==> src/rtl/knapsack_search.sv <==
// rtl/knapsack_search.sv - exhaustive 0-1 knapsack search engine, one subset per cycle
// Optional decision mode (stop at first subset meeting min_value) under `define KNAPSACK_EARLY_EXIT_EN.
module knapsack_search #(
  parameter int N_ITEMS  = 5,
  parameter int WEIGHT_W = 6,
  parameter int VALUE_W  = 6,
  localparam int ADDR_W  = (N_ITEMS > 1) ? $clog2(N_ITEMS) : 1,
  localparam int VSUM_W  = VALUE_W + $clog2(N_ITEMS + 1),
  localparam int WSUM_W  = WEIGHT_W + $clog2(N_ITEMS + 1)
) (
  input  logic                clk,
  input  logic                rst_n,
  input  logic                item_wr_en,
  input  logic [ADDR_W-1:0]   item_wr_addr,
  input  logic [WEIGHT_W-1:0] item_wr_weight,
  input  logic [VALUE_W-1:0]  item_wr_value,
  input  logic [WEIGHT_W-1:0] capacity,
  input  logic [VALUE_W-1:0]  min_value,
  input  logic                start,
  output logic                busy,
  output logic                done,
  output logic [N_ITEMS-1:0]  best_mask,
  output logic [VSUM_W-1:0]   best_value,
  output logic [WSUM_W-1:0]   best_weight,
  output logic                feasible
);

`ifdef KNAPSACK_EARLY_EXIT_EN
  localparam bit EARLY_EXIT = 1'b1;
`else
  localparam bit EARLY_EXIT = 1'b0;
`endif

  typedef enum logic [1:0] {IDLE, SEARCH, DRAIN, DONE} state_t;

  state_t state, state_nxt;

  logic [WEIGHT_W-1:0] item_w [N_ITEMS];
  logic [VALUE_W-1:0]  item_v [N_ITEMS];

  // Extra top bit marks "all subsets issued"
  logic [N_ITEMS:0]    cnt;
  logic [WEIGHT_W-1:0] cap_r;
  logic [VALUE_W-1:0]  min_r;

  logic                s1_valid;
  logic                s1_last;
  logic [N_ITEMS-1:0]  s1_mask;
  logic [WSUM_W-1:0]   s1_w;
  logic [VSUM_W-1:0]   s1_v;

  logic [WSUM_W-1:0]   sum_w;
  logic [VSUM_W-1:0]   sum_v;

  logic accept, issue, eval, qualifies, better, hit;

  assign accept    = (state == IDLE) && start;
  assign issue     = (state == SEARCH) && !cnt[N_ITEMS];
  assign eval      = (state == SEARCH) && s1_valid;
  assign qualifies = s1_w <= WSUM_W'(cap_r);
  assign better    = (s1_v > best_value) || ((s1_v == best_value) && (s1_w < best_weight));
  assign hit       = EARLY_EXIT && eval && qualifies && (s1_v >= VSUM_W'(min_r));

  assign busy = (state == SEARCH) || (state == DRAIN);
  assign done = (state == DONE);

  always_comb begin
    sum_w = '0;
    sum_v = '0;
    for (int i = 0; i < N_ITEMS; i++) begin
      if (cnt[i]) begin
        sum_w = sum_w + WSUM_W'(item_w[i]);
        sum_v = sum_v + VSUM_W'(item_v[i]);
      end
    end
  end

  always_ff @(posedge clk or negedge rst_n) begin
    if (!rst_n) state <= IDLE;
    else        state <= state_nxt;
  end

  always_comb begin
    state_nxt = state;
    case (state)
      IDLE:    if (start) state_nxt = SEARCH;
      SEARCH:  if (hit || (eval && s1_last)) state_nxt = DRAIN;
      DRAIN:   state_nxt = DONE;
      DONE:    state_nxt = IDLE;
      default: state_nxt = IDLE;
    endcase
  end

  always_ff @(posedge clk or negedge rst_n) begin
    if (!rst_n) begin
      for (int i = 0; i < N_ITEMS; i++) begin
        item_w[i] <= '0;
        item_v[i] <= '0;
      end
    end else if (item_wr_en && (state == IDLE) && (int'(item_wr_addr) < N_ITEMS)) begin
      item_w[item_wr_addr] <= item_wr_weight;
      item_v[item_wr_addr] <= item_wr_value;
    end
  end

  always_ff @(posedge clk or negedge rst_n) begin
    if (!rst_n) begin
      cnt         <= '0;
      cap_r       <= '0;
      min_r       <= '0;
      s1_valid    <= 1'b0;
      s1_last     <= 1'b0;
      s1_mask     <= '0;
      s1_w        <= '0;
      s1_v        <= '0;
      best_mask   <= '0;
      best_value  <= '0;
      best_weight <= '0;
      feasible    <= 1'b0;
    end else begin
      s1_valid <= issue;
      if (accept) begin
        cnt         <= '0;
        cap_r       <= capacity;
        min_r       <= min_value;
        best_mask   <= '0;
        best_value  <= '0;
        best_weight <= '0;
        feasible    <= 1'b0;
      end else if (issue) begin
        cnt <= cnt + 1'b1;
      end
      if (issue) begin
        s1_mask <= cnt[N_ITEMS-1:0];
        s1_w    <= sum_w;
        s1_v    <= sum_v;
        s1_last <= &cnt[N_ITEMS-1:0];
      end
      // Strict compare keeps the earlier (lower) mask on a full tie
      if (hit || (eval && qualifies && better)) begin
        best_mask   <= s1_mask;
        best_value  <= s1_v;
        best_weight <= s1_w;
      end
      if (state == DRAIN) feasible <= best_value >= VSUM_W'(min_r);
    end
  end

endmodule

==> config.mk <==
export PLATFORM = sky130hd
export DESIGN_NAME = knapsack_search
export DESIGN_NICKNAME = d
export VERILOG_FILES = /design/src/rtl/knapsack_search.sv
export SDC_FILE = /design/constraint.sdc
export NUM_CORES = 1
export LEC_CHECK = 0
export CAP_MARGIN = 10
export CORE_MARGIN = 1.5
export CORE_UTILIZATION = 62
export CTS_BUF_LIST = sky130_fd_sc_hd__clkbuf_4
export CTS_CLUSTER_SIZE = 28
export DETAILED_ROUTE_END_ITERATION = 6
export PLACE_DENSITY_LB_ADDON = 0.2
export SYNTH_ARGS = -nofsm -noshare
export SYNTH_HDL_FRONTEND = slang
export SYNTH_SLANG_ARGS = --single-unit
==> constraint.sdc <==
create_clock -name clk -period 11.8 [get_ports clk]
set_clock_uncertainty 0.05 [all_clocks]
set_input_delay 1.77 -clock clk [delete_from_list [all_inputs] [get_ports clk]]
set_output_delay 1.77 -clock clk [all_outputs]
set_load 0.1 [all_outputs]
==> key figures, run 1 <==
Status
  – Status: completed

STA
  – FMAX: between 0.15 and 0.2 GHz
  – Setup TNS: 0 ns
  – Hold Slack: 0.442 ns
  – Max Slew Vio Count: 0
  – Final setup fails: 0
  – RSZ-0062 raised after global routing: false
  – Least-Margin Pin Slew: 1.14 ns
  – Post-route worst setup slack: 5.89 ns
  – Final period utilization: 0.501
  – Slew margin rel.: 0.237
  – Crit path time final: approximately 6 ns
  – Final Hold Fails: 0

Placement
  – Post-DP HPWL: 13600 um
  – Port Buffers: 56
  – Setup slack at placement: between 5 and 6 ns
  – Placer Congestion: 0.811

Die
  – Die Y: ~120 um
  – # rows: 42
  – Die Span X: 120 um
  – I/O pin count: 57
  – Core area: between 10000 and 15000 um2
  – Effective utilization at floorplan: 0.638
  – Die outline area: 14400 um2

Clocking
  – Post CTS Setup Buffer Count: 0
  – Post-CTS Hold Buffers: 0
  – PostCTS Resize Cnt: 0
  – Root buffer cell: clkbuf_4
  – Sink Count: roughly 130
  – TritonCTS clock tree: yes
  – Max clock buf depth: 2
  – Clk Latency, worst-skew pair: roughly 0.56 ns
  – CTS H-Tree Depth: 4
  – Worst-path clk slew: 0.11 ns
  – CTS Buf Count: 17

Setup path
  – Crit end category: flop
  – Reg2Reg Depth: 27
  – Startpoint Class: flop
  – Worst EP arrival: 6.28 ns
  – Worst R2R Start: cnt[0]
  – Reg-to-Reg End: s1_v[6]
  – Critical Path RT: approximately 12 ns
  – Crit path max fanout: 23
  – Critical path type: flop to flop
  – Worst reg2reg setup slack: 5.89 ns

Global routing
  – GRT Total Usage: 0.271
  – Initial antenna violation count: 0
  – Largest net degree at the start of global routing: 77
  – First-pass GRT wire length: 31200 um
  – Gr ovfl total: 0
  – Vias in the first global route: 6673

Yosys
  – Synth warn: 0
  – FF+latch count, synth: 129
  – Synthesized area per cell: around 9.7 um2
  – Post-synthesis xor/xnor area fraction: 0.0300
  – Compound-Gate Fraction of Synth Area: 0.147
  – Number of flops mapped to enable cells by yosys: 0
  – Post-Syn Nets: 993
  – Syn Inst Count: slightly below 900
  – Adder-cell area share of the yosys netlist: 0.142
  – Synth Cell Area: roughly 8500 um2
  – Dominant synthesized flop cell: dfrtp_1
  – Asr flop ratio synth: 1.00
  – Main combinational cell family by area after synthesis: compound AO/OA/AOI/OAI gates
  – Yosys cell types: 63
  – Mux cell area share after synthesis: 0.127
  – Sequential element share of the synthesized area: 0.381
  – Post-Synth Simple-Gate Area: 0.132

Routing
  – Routed via count: 6543
  – Vias/cell: 5.89
  – Drt pass-1 iters: 5
  – Final wirelength: 18200 um
  – Routed len/inst: 16.4 um
  – Detailed-route DRC error count: 0
  – 1st-iter DRT viols: 390
  – ANT nets after route: 0

Pwr
  – Pleak: 4.45 nW
  – Worst vdd ir: 105 uV
  – Pwr Density: 275 nW/um2
  – Total power: 2.62 mW

Min path
  – Hold wc startpoint: s1_last
  – Worst hold path type: flop to flop
  – Worst Hold Depth: 2
  – Worst Hold Endpoint: s1_last

Finish
  – Commonest non-fill, non-tap cells in the layout: dfrtp_1 (129), nand2_1 (96), ha_1 (80)
  – Layout Nets: 1041
  – ANT cells: 0
  – Layout area overhead: 12.3%
  – Commonest non-fill, non-tap cell in the layout: dfrtp_1
  – # fillers: 997
  – Core Util, Final: 0.716
  – Share of post-route cells with drive strength above 1: 0.113

Flow run
  – Maxcap violations: 0
## cell families (layout without fill, tap and decap cells)
group / Yosys count / count (layout)
xor gates and xnor gates: 29 / 29
AOI/OAI and AO/OA: 195 / 195
and+or+nand+nor: 239 / 239
DFF: 129 / 129
adders and majority gates: 92 / 92
muxes: 98 / 98
buffers and inverters: 92 / 153
## per-layer routing
layer	vias to the layer above	routed length, um	global-route usage
met1	3182	8140	0.352
li1	3169	-	-
met2	156	8970	0.459
met3	36	662	0.0423
met4	0	393	0.103
met5	-	0	0
## area by class of cell
| type | instances | area (um2) | area share |
|---|---|---|---|
| Clock buffer | 18 | 135 | 0.0142 |
| Clock inverter | 14 | 194 | 0.0204 |
| Inverter | 60 | 225 | 0.0237 |
| Multi-Input combinational cell | 653 | 4910 | 0.516 |
| Sequential cell | 129 | 3230 | 0.339 |
| Tap cell | 176 | 220 | 0.0231 |
| Timing Repair Buffer | 61 | 603 | 0.0634 |
## through the flow
stage / instance area [um2] / instances
detailed placement: 9180 / 1078
CTS: 9500 / 1110
global placement: 9180 / 1078
floorplan: 8480 / 874
finish: 9520 / 1111
global route: 9520 / 1111
## cells in the mapped netlist (21+ instances only)
library cell / n / area, um2
dfrtp_1: 129 / 3230
nand2_1: 96 / 360
ha_1: 80 / 1000
mux2_2: 64 / 721
inv_1: 60 / 225
o21ai_0: 59 / 295
nor2_1: 55 / 206
a21oi_1: 38 / 190
clkbuf_1: 28 / 105
a21o_1: 21 / 158
mux2i_1: 21 / 210
o21a_1: 21 / 158
## registers in the layout, summed over array words and instances (netlist names)
name	count
cnt	6
best_mask	5
item_v	30
s1_w	9
best_value	9
s1_last	1
min_r	6
item_w	30
state	2
cap_r	6
s1_mask	5
best_weight	9
s1_valid	1
s1_v	9
feasible	1
## how the worst max path moves through the flow
stage / slack [ns] / cells past startpoint / to / startpoint
finish: 5.89 / 27 / s1_v[6] / cnt[0]
global route: 5.43 / 27 / s1_v[6] / cnt[0]
CTS: 5.94 / 27 / s1_v[6] / cnt[0]
detailed placement: 5.99 / 27 / s1_v[6] / cnt[0]
global placement: 6.42 / 26 / s1_v[7] / cnt[0]
floorplan: 6.56 / 28 / s1_v[7] / cnt[0]
## worst max-delay path, cell delays in order (launching register included)
cell and delay (ns):
dfrtp_1 0.79, nand2_1 0.24, inv_1 0.11, ha_1 0.23
a21oi_1 0.14, o21ai_1 0.10, or2_0 0.22, and4_1 0.22
or2_2 0.28, ha_1 0.35, nand2_1 0.06, o21ai_0 0.28
o21ai_0 0.16, o31ai_1 0.16, inv_1 0.10, ha_1 0.36
nand2_1 0.06, o21ai_0 0.29, o21a_1 0.16, nor2_1 0.04
xor2_1 0.13, nand2_1 0.09, o21a_1 0.13, ha_1 0.31
o21a_1 0.12, o21ai_0 0.26, xor2_1 0.21, o21ai_0 0.09
## power by group
part,total [mW],internal [mW],leakage [nW],switching [mW]
combinational,1.52,0.653,2.62,0.864
clock,0.349,0.187,0.171,0.162
sequential,0.750,0.608,1.66,0.142
(Power assumes the default switching activity.)
==> run 2, diff against run 1 <==
- clock period: 11.8 -> 5.8 ns (I/O delays scaled with it)
==> key figures, run 2 (same netlist as run 1, synthesis figures left out) <==
Status
  – Status: completed

Global routing
  – Largest net degree at the start of global routing: 82
  – Initial antenna violation count: 1
  – Gr ovfl total: 0
  – Vias in the first global route: around 6500
  – GRT Total Usage: 0.269
  – First-pass GRT wire length: 30700 um

STA
  – Least-Margin Pin Slew: 1.17 ns
  – Final period utilization: 0.956
  – Slew margin rel.: 0.218
  – Max Slew Vio Count: 0
  – Hold Slack: 0.409 ns
  – FMAX: roughly 0.18 GHz
  – Crit path time final: roughly 5.5 ns
  – Final setup fails: 0
  – Final Hold Fails: 0

Finish
  – Share of post-route cells with drive strength above 1: 0.123
  – Largest regs: item_v (30), item_w (30)
  – Final Non-Filler Cells: 1113
  – Commonest non-fill, non-tap cells in the layout: dfrtp_1 (128), nand2_1 (96), ha_1 (80)
  – Layout area overhead: 11.3%
  – Layout Nets: roughly 1000
  – Final instance area: 9430 um2
  – Commonest non-fill, non-tap cell in the layout: dfrtp_1

Routing
  – Routed len/inst: 16.4 um
  – 1st-iter DRT viols: between 300 and 400
  – Final wirelength: 18300 um
  – Drt pass-1 iters: 5
  – Routed via count: about 6500
  – Detailed-route DRC error count: 0
  – ANT nets after route: 0
  – Vias/cell: 5.84

Die
  – Die Span X: around 120 um
  – Effective utilization at floorplan: 0.638
  – Die Y: around 120 um
  – Core area: about 13000 um2
  – # rows: 42
  – Die outline area: 14400 um2
  – I/O pin count: 57

Placement
  – Placer Congestion: just over 0.8
  – Port Buffers: 56
  – Placed insts: 1079
  – Post-DP HPWL: 13800 um
  – Placed cell area: 9180 um2

Pwr
  – Pleak: 4.38 nW
  – Pwr Density: 544 nW/um2
  – Worst vdd ir: 236 uV

Setup path
  – Critical Path Start: cnt[0]
  – Crit path max fanout: 13
  – Critical Path RT: about 6 ns
  – Worst EP arrival: 5.90 ns
  – Reg2Reg Depth: 27
  – Startpoint Class: flop
  – Worst reg2reg setup slack: ~0.26 ns
  – Critical path type: flop to flop
  – Crit end category: flop
  – Worst R2R Start: cnt[0]

Clocking
  – CTS Buf Count: 17
  – Sink Count: 129
  – TritonCTS clock tree: yes
  – Worst-path clk slew: 0.11 ns
  – Max clock buf depth: 2
  – Post-CTS Hold Buffers: 0
  – Clk Latency, worst-skew pair: 0.57 ns
  – CTS H-Tree Depth: 4
  – Root buffer cell: clkbuf_4

Flow run
  – Maxcap violations: 0

Min path
  – Worst hold path type: input pin to asynchronous set/reset pin
==> run 2: cell type report <==
type	instances	area, um2
multi-input cells	653	4920
fillers	1007	3860
flip-flops and latches	129	3230
repair buffers	62	611
inverters	60	225
well taps	176	220
clock buffers	17	128
clock inverters	15	97.6
diodes	1	2.50
==> run 2: path summary, 6_finish.rpt <==
path,endpoint
max,s1_v[6]
min,min_r[5]
max reg2reg,s1_v[6]
min reg2reg,s1_last
max in group asynchronous,item_w[14]
min in group clk,s1_last
==> run 2: report_power, final <==
group          switching, mW  internal, mW
logic                   1.79          1.33
clock network          0.347         0.161
registers              0.265          1.24
==> run 2: timing repair <==
| item | 4_1_cts | 5_1_grt |
|---|---|---|
| buffers inserted | 0 | 0 |
| gates resized for setup | 0 | 3 |
| endpoints found under the setup margin | 0 | 7 |
==> run 2: stage by stage <==
step	power, mW	util	setup TNS [ns]	setup WS [ns]
5_1_grt	5.59	0.709	-0.0551	-0.0551
4_1_cts	5.11	0.708	0	0.159
6_report	5.13	0.709	0	0.256
3_3_place_gp	4.38	0.691	0	0.572
2_1_floorplan	3.88	-	0	0.556
3_5_place_dp	4.59	0.691	0	0.177
==> run 2: per-layer routing <==
| metal | track usage | routed length [um] |
|---|---|---|
| met1 | 0.343 | 8080 |
| met2 | 0.462 | 9080 |
| met3 | 0.0461 | 754 |
| met4 | 0.0915 | 345 |
| met5 | 0 | 0 |
==> run 2: worst max-delay path, stage by stage, from the launching register on <==
cell and delay, ns:
dfrtp_2 0.51, nand2_1 0.17, inv_1 0.07, ha_1 0.26, a21oi_1 0.14, o21ai_1 0.10
or2_0 0.23, and4_1 0.22, or2_2 0.28, ha_1 0.36, nand2_1 0.09, o21ai_1 0.22
o21ai_0 0.13, o31ai_1 0.16, inv_1 0.09, ha_1 0.37, nand2_1 0.08, o21ai_0 0.30
o21a_1 0.17, nor2_1 0.06, xor2_1 0.13, nand2_1 0.09, o21a_1 0.15, ha_1 0.31
o21a_1 0.12, o21ai_0 0.26, xor2_1 0.18, o21ai_0 0.09
==> edit 1 (settings of run 2) <==
Add a define of `KNAPSACK_EARLY_EXIT_EN`.
--- a/src/rtl/knapsack_search.sv
+++ b/src/rtl/knapsack_search.sv
@@ -1,5 +1,7 @@
 // rtl/knapsack_search.sv - exhaustive 0-1 knapsack search engine, one subset per cycle
 // Optional decision mode (stop at first subset meeting min_value) under `define KNAPSACK_EARLY_EXIT_EN.
+`define KNAPSACK_EARLY_EXIT_EN
+
 module knapsack_search #(
   parameter int N_ITEMS  = 5,
   parameter int WEIGHT_W = 6,
Check against the original RTL: not equivalent (Yosys sat finds a counterexample within 10 cycles, from zero or initial values and one cycle with rst_n low).
==> edit 1 against run 2 <==
- sequential cell count stayed put
- die area rose by 1.9%
- final area grew 3.7%
- area after synthesis grew 1.9%
- routed wire length up 4.7%
- maximum frequency shrank 0.82%
- setup slack got worse by 0.046 ns
Power is left out: it rests on default switching activity, and per cell area and clock period it moved more than threefold.
==> edit 1: results (changes against run 2) <==
- Status: finished, final reports clean (unchanged)
- Share of the yosys chip area belonging to registers: 37.36% (was 38.08%)
- Non-clk bufs: 71 (was 62)
- Clock buf count: 19 (was 17)
- Worst Reg-to-Reg Cells: 28 (was 27)
- Non-clk buf share: 6.854% (was 6.474%)
- FF-to-FF setup slack: 0.21 ns (was 0.26 ns)
- Fill count: 953 (was 1007)
- Routed WL: 19120 um (was 18260 um)
- Distinct cell type count after synthesis: 62 (was 63)
- Placer Congestion: 0.8983 (was 0.8228)
- Clk cell area share: 2.442% (was 2.388%)
- Critical Path Max Stage Delay: 0.44 ns (was 0.51 ns)
- Worst-Skew Late Latency: 0.55 ns (was 0.57 ns)
- Multi-input gates: 656 (was 653)
- Syn_nets: 999 (was 993)
- Layout cells sized above 1: 17.02% (was 12.29%)
- Post-synth top cells: 129 x dfrtp_1, 99 x nand2_1, 86 x ha_1, 84 x mux2_2, 69 x o21ai_0 (was 129 x dfrtp_1, 96 x nand2_1, 80 x ha_1, 64 x mux2_2, 60 x inv_1)
- Inverters: 61 (was 60)
- Largest net degree at the start of global routing: 74 (was 82)
- Post-Syn Area per Cell: 9.886 um2 (was 9.699 um2)
- Layout Nets: 1061 (was 1042)
- Final Util: 73.02% (was 70.94%)
- Worst-path fanout max: 4 (was 13)
- Fraction of area in multi-input gates: 53.08% (was 52.15%)
- Delay-heaviest family, CP: simple AND/OR/NAND/NOR gates (was compound AO/OA/AOI/OAI gates)
- Iter 0 DRT Violations: 370 (was 328)
==> edit 1: repair_timing <==
action                                  CTS  global route
setup buffers                             0             6
gates resized for setup                   1            26
pin swaps                                 0             9
endpoints found under the setup margin    1             6
==> edit 1: stage by stage <==
stage	hold WS (ns)	setup WS [ns]
floorplan	0.3959	0.5614
global placement	0.4140	0.4695
detailed placement	0.4220	-0.004959
CTS	0.3899	0.04785
global route	0.4590	-0.03780
finish	0.4045	0.2105
==> edit 1: logic make-up (layout without fill, tap and decap cells) <==
kind of cell / count (synthesis) / after routing / synth area share, %
AOI/OAI and AO/OA: 194 / 194 / 14.74
xor gates and xnor gates: 32 / 32 / 3.461
adders and majority gates: 97 / 97 / 14.67
buffers and inverters: 89 / 161 / 4.011
DFF: 129 / 129 / 37.36
muxes: 108 / 108 / 13.73
other: 0 / 1 / 0
and+or+nand+nor: 225 / 225 / 12.03
==> edit 1: routing by layer <==
metal	routed length, um	global-route usage (%)
met2	9360	45.35
met1	8523	35.57
met3	818	4.511
met5	0	0
met4	420	10.59
==> edit 2 (settings of run 2) <==
Made on the original files. Encoding of `state_t`: now Gray code (2 bits for 4 states).
--- a/src/rtl/knapsack_search.sv
+++ b/src/rtl/knapsack_search.sv
@@ -31,7 +31,7 @@
   localparam bit EARLY_EXIT = 1'b0;
 `endif
 
-  typedef enum logic [1:0] {IDLE, SEARCH, DRAIN, DONE} state_t;
+  typedef enum logic [1:0] {IDLE = 2'b00, SEARCH = 2'b01, DRAIN = 2'b11, DONE = 2'b10} state_t;
 
   state_t state, state_nxt;
 
Behaviour: no difference found for any inputs over 4 cycles, from zero or initial values and one cycle with rst_n low; so few cycles prove little.
==> edit 2 against run 2 <==
- area after synthesis increased by 0.61%
- maximum frequency increased by 1.2%
- utilization is 0.71 points higher
- setup slack better by 0.068 ns
- routed wire length increased by 3.5%
- sequential cell count unchanged
- final area up 1.4%
- power increased by 12%
==> edit 2: results (changes against run 2) <==
- Share of the yosys chip area belonging to registers: 37.85% (was 38.08%)
- Post-synth top cells: 129 x dfrtp_1, 89 x nand2_1, 75 x ha_1, 75 x inv_1, 73 x mux2_2 (was 129 x dfrtp_1, 96 x nand2_1, 80 x ha_1, 64 x mux2_2, 60 x inv_1)
- Hpwl dp: 14260 um (was 13760 um)
- Status: finished, final reports clean (unchanged)
- WL met3: 855 um (was 754 um)
- Worst-path fanout max: 5 (was 13)
- Worst EP arrival: 5.86 ns (was 5.90 ns)
- Worst Reg-to-Reg Cells: 25 (was 27)
- Iter 0 DRT Violations: 402 (was 328)
- Syn_nets: 975 (was 993)
- Clk cell area share: 2.996% (was 2.388%)
- Multi-input gate area: 4902 um2 (was 4918 um2)
- Worst vdd ir: 0.2716 mV (was 0.2361 mV)
- FF-to-FF setup slack: 0.32 ns (was 0.26 ns)
- M3 GR Usage: 5.377% (was 4.610%)
- Top cells by area, synth: dfrtp_1 38%, ha_1 11%, mux2_2 9.6% (was dfrtp_1 38%, ha_1 12%, mux2_2 8.5%)
- Placer Congestion: 0.9025 (was 0.8228)
- DRT met1 WL: 8383 um (was 8083 um)
- Seq/total area: 33.77% (was 34.24%)
- Post-Syn Area per Cell: 9.905 um2 (was 9.699 um2)
- Number of global-route vias before repair: 6621 (was 6492)
- Pre-CTS setup slack: 0.1684 ns (was 0.1770 ns)
- Routed WL per cell: 17.16 um (was 16.41 um)
- Non-clk buf share: 6.672% (was 6.474%)
- Fill count: 1005 (was 1007)
- Layout Cells excl Fill: 1101 (was 1113)
-- edit 2: power breakdown --
part,internal [uW],switching [uW]
logic,1470,2070
clock network,300,333
registers,1260,313
total,3030,2720
-- edit 2: cells by family after synthesis --
family | Yosys count | synth area share, %
and+or+nand+nor | 209 | 11.61
DFF | 129 | 37.85
adders and majority gates | 86 | 13.26
xor gates and xnor gates | 38 | 4.079
buffers and inverters | 110 | 5.032
AOI/OAI and AO/OA | 183 | 14.61
muxes | 106 | 13.56
-- edit 2: worst max path at each step --
stage / to / slack, ns / cells past startpoint
after floorplan: s1_v[8] / 0.73 / 26
after global placement: s1_w[7] / 0.39 / 24
after detailed placement: s1_v[6] / 0.17 / 25
after CTS: s1_w[7] / 0.08 / 24
after global routing: s1_v[7] / 0.002 / 27
final: s1_v[6] / 0.32 / 25
-- edit 2: metrics by stage --
step	cell area [um2]	utilization (%)
floorplan	8528	-
global placement	9200	68.93
detailed placement	9200	68.93
CTS	9487	71.07
global route	9564	71.65
finish	9564	71.65
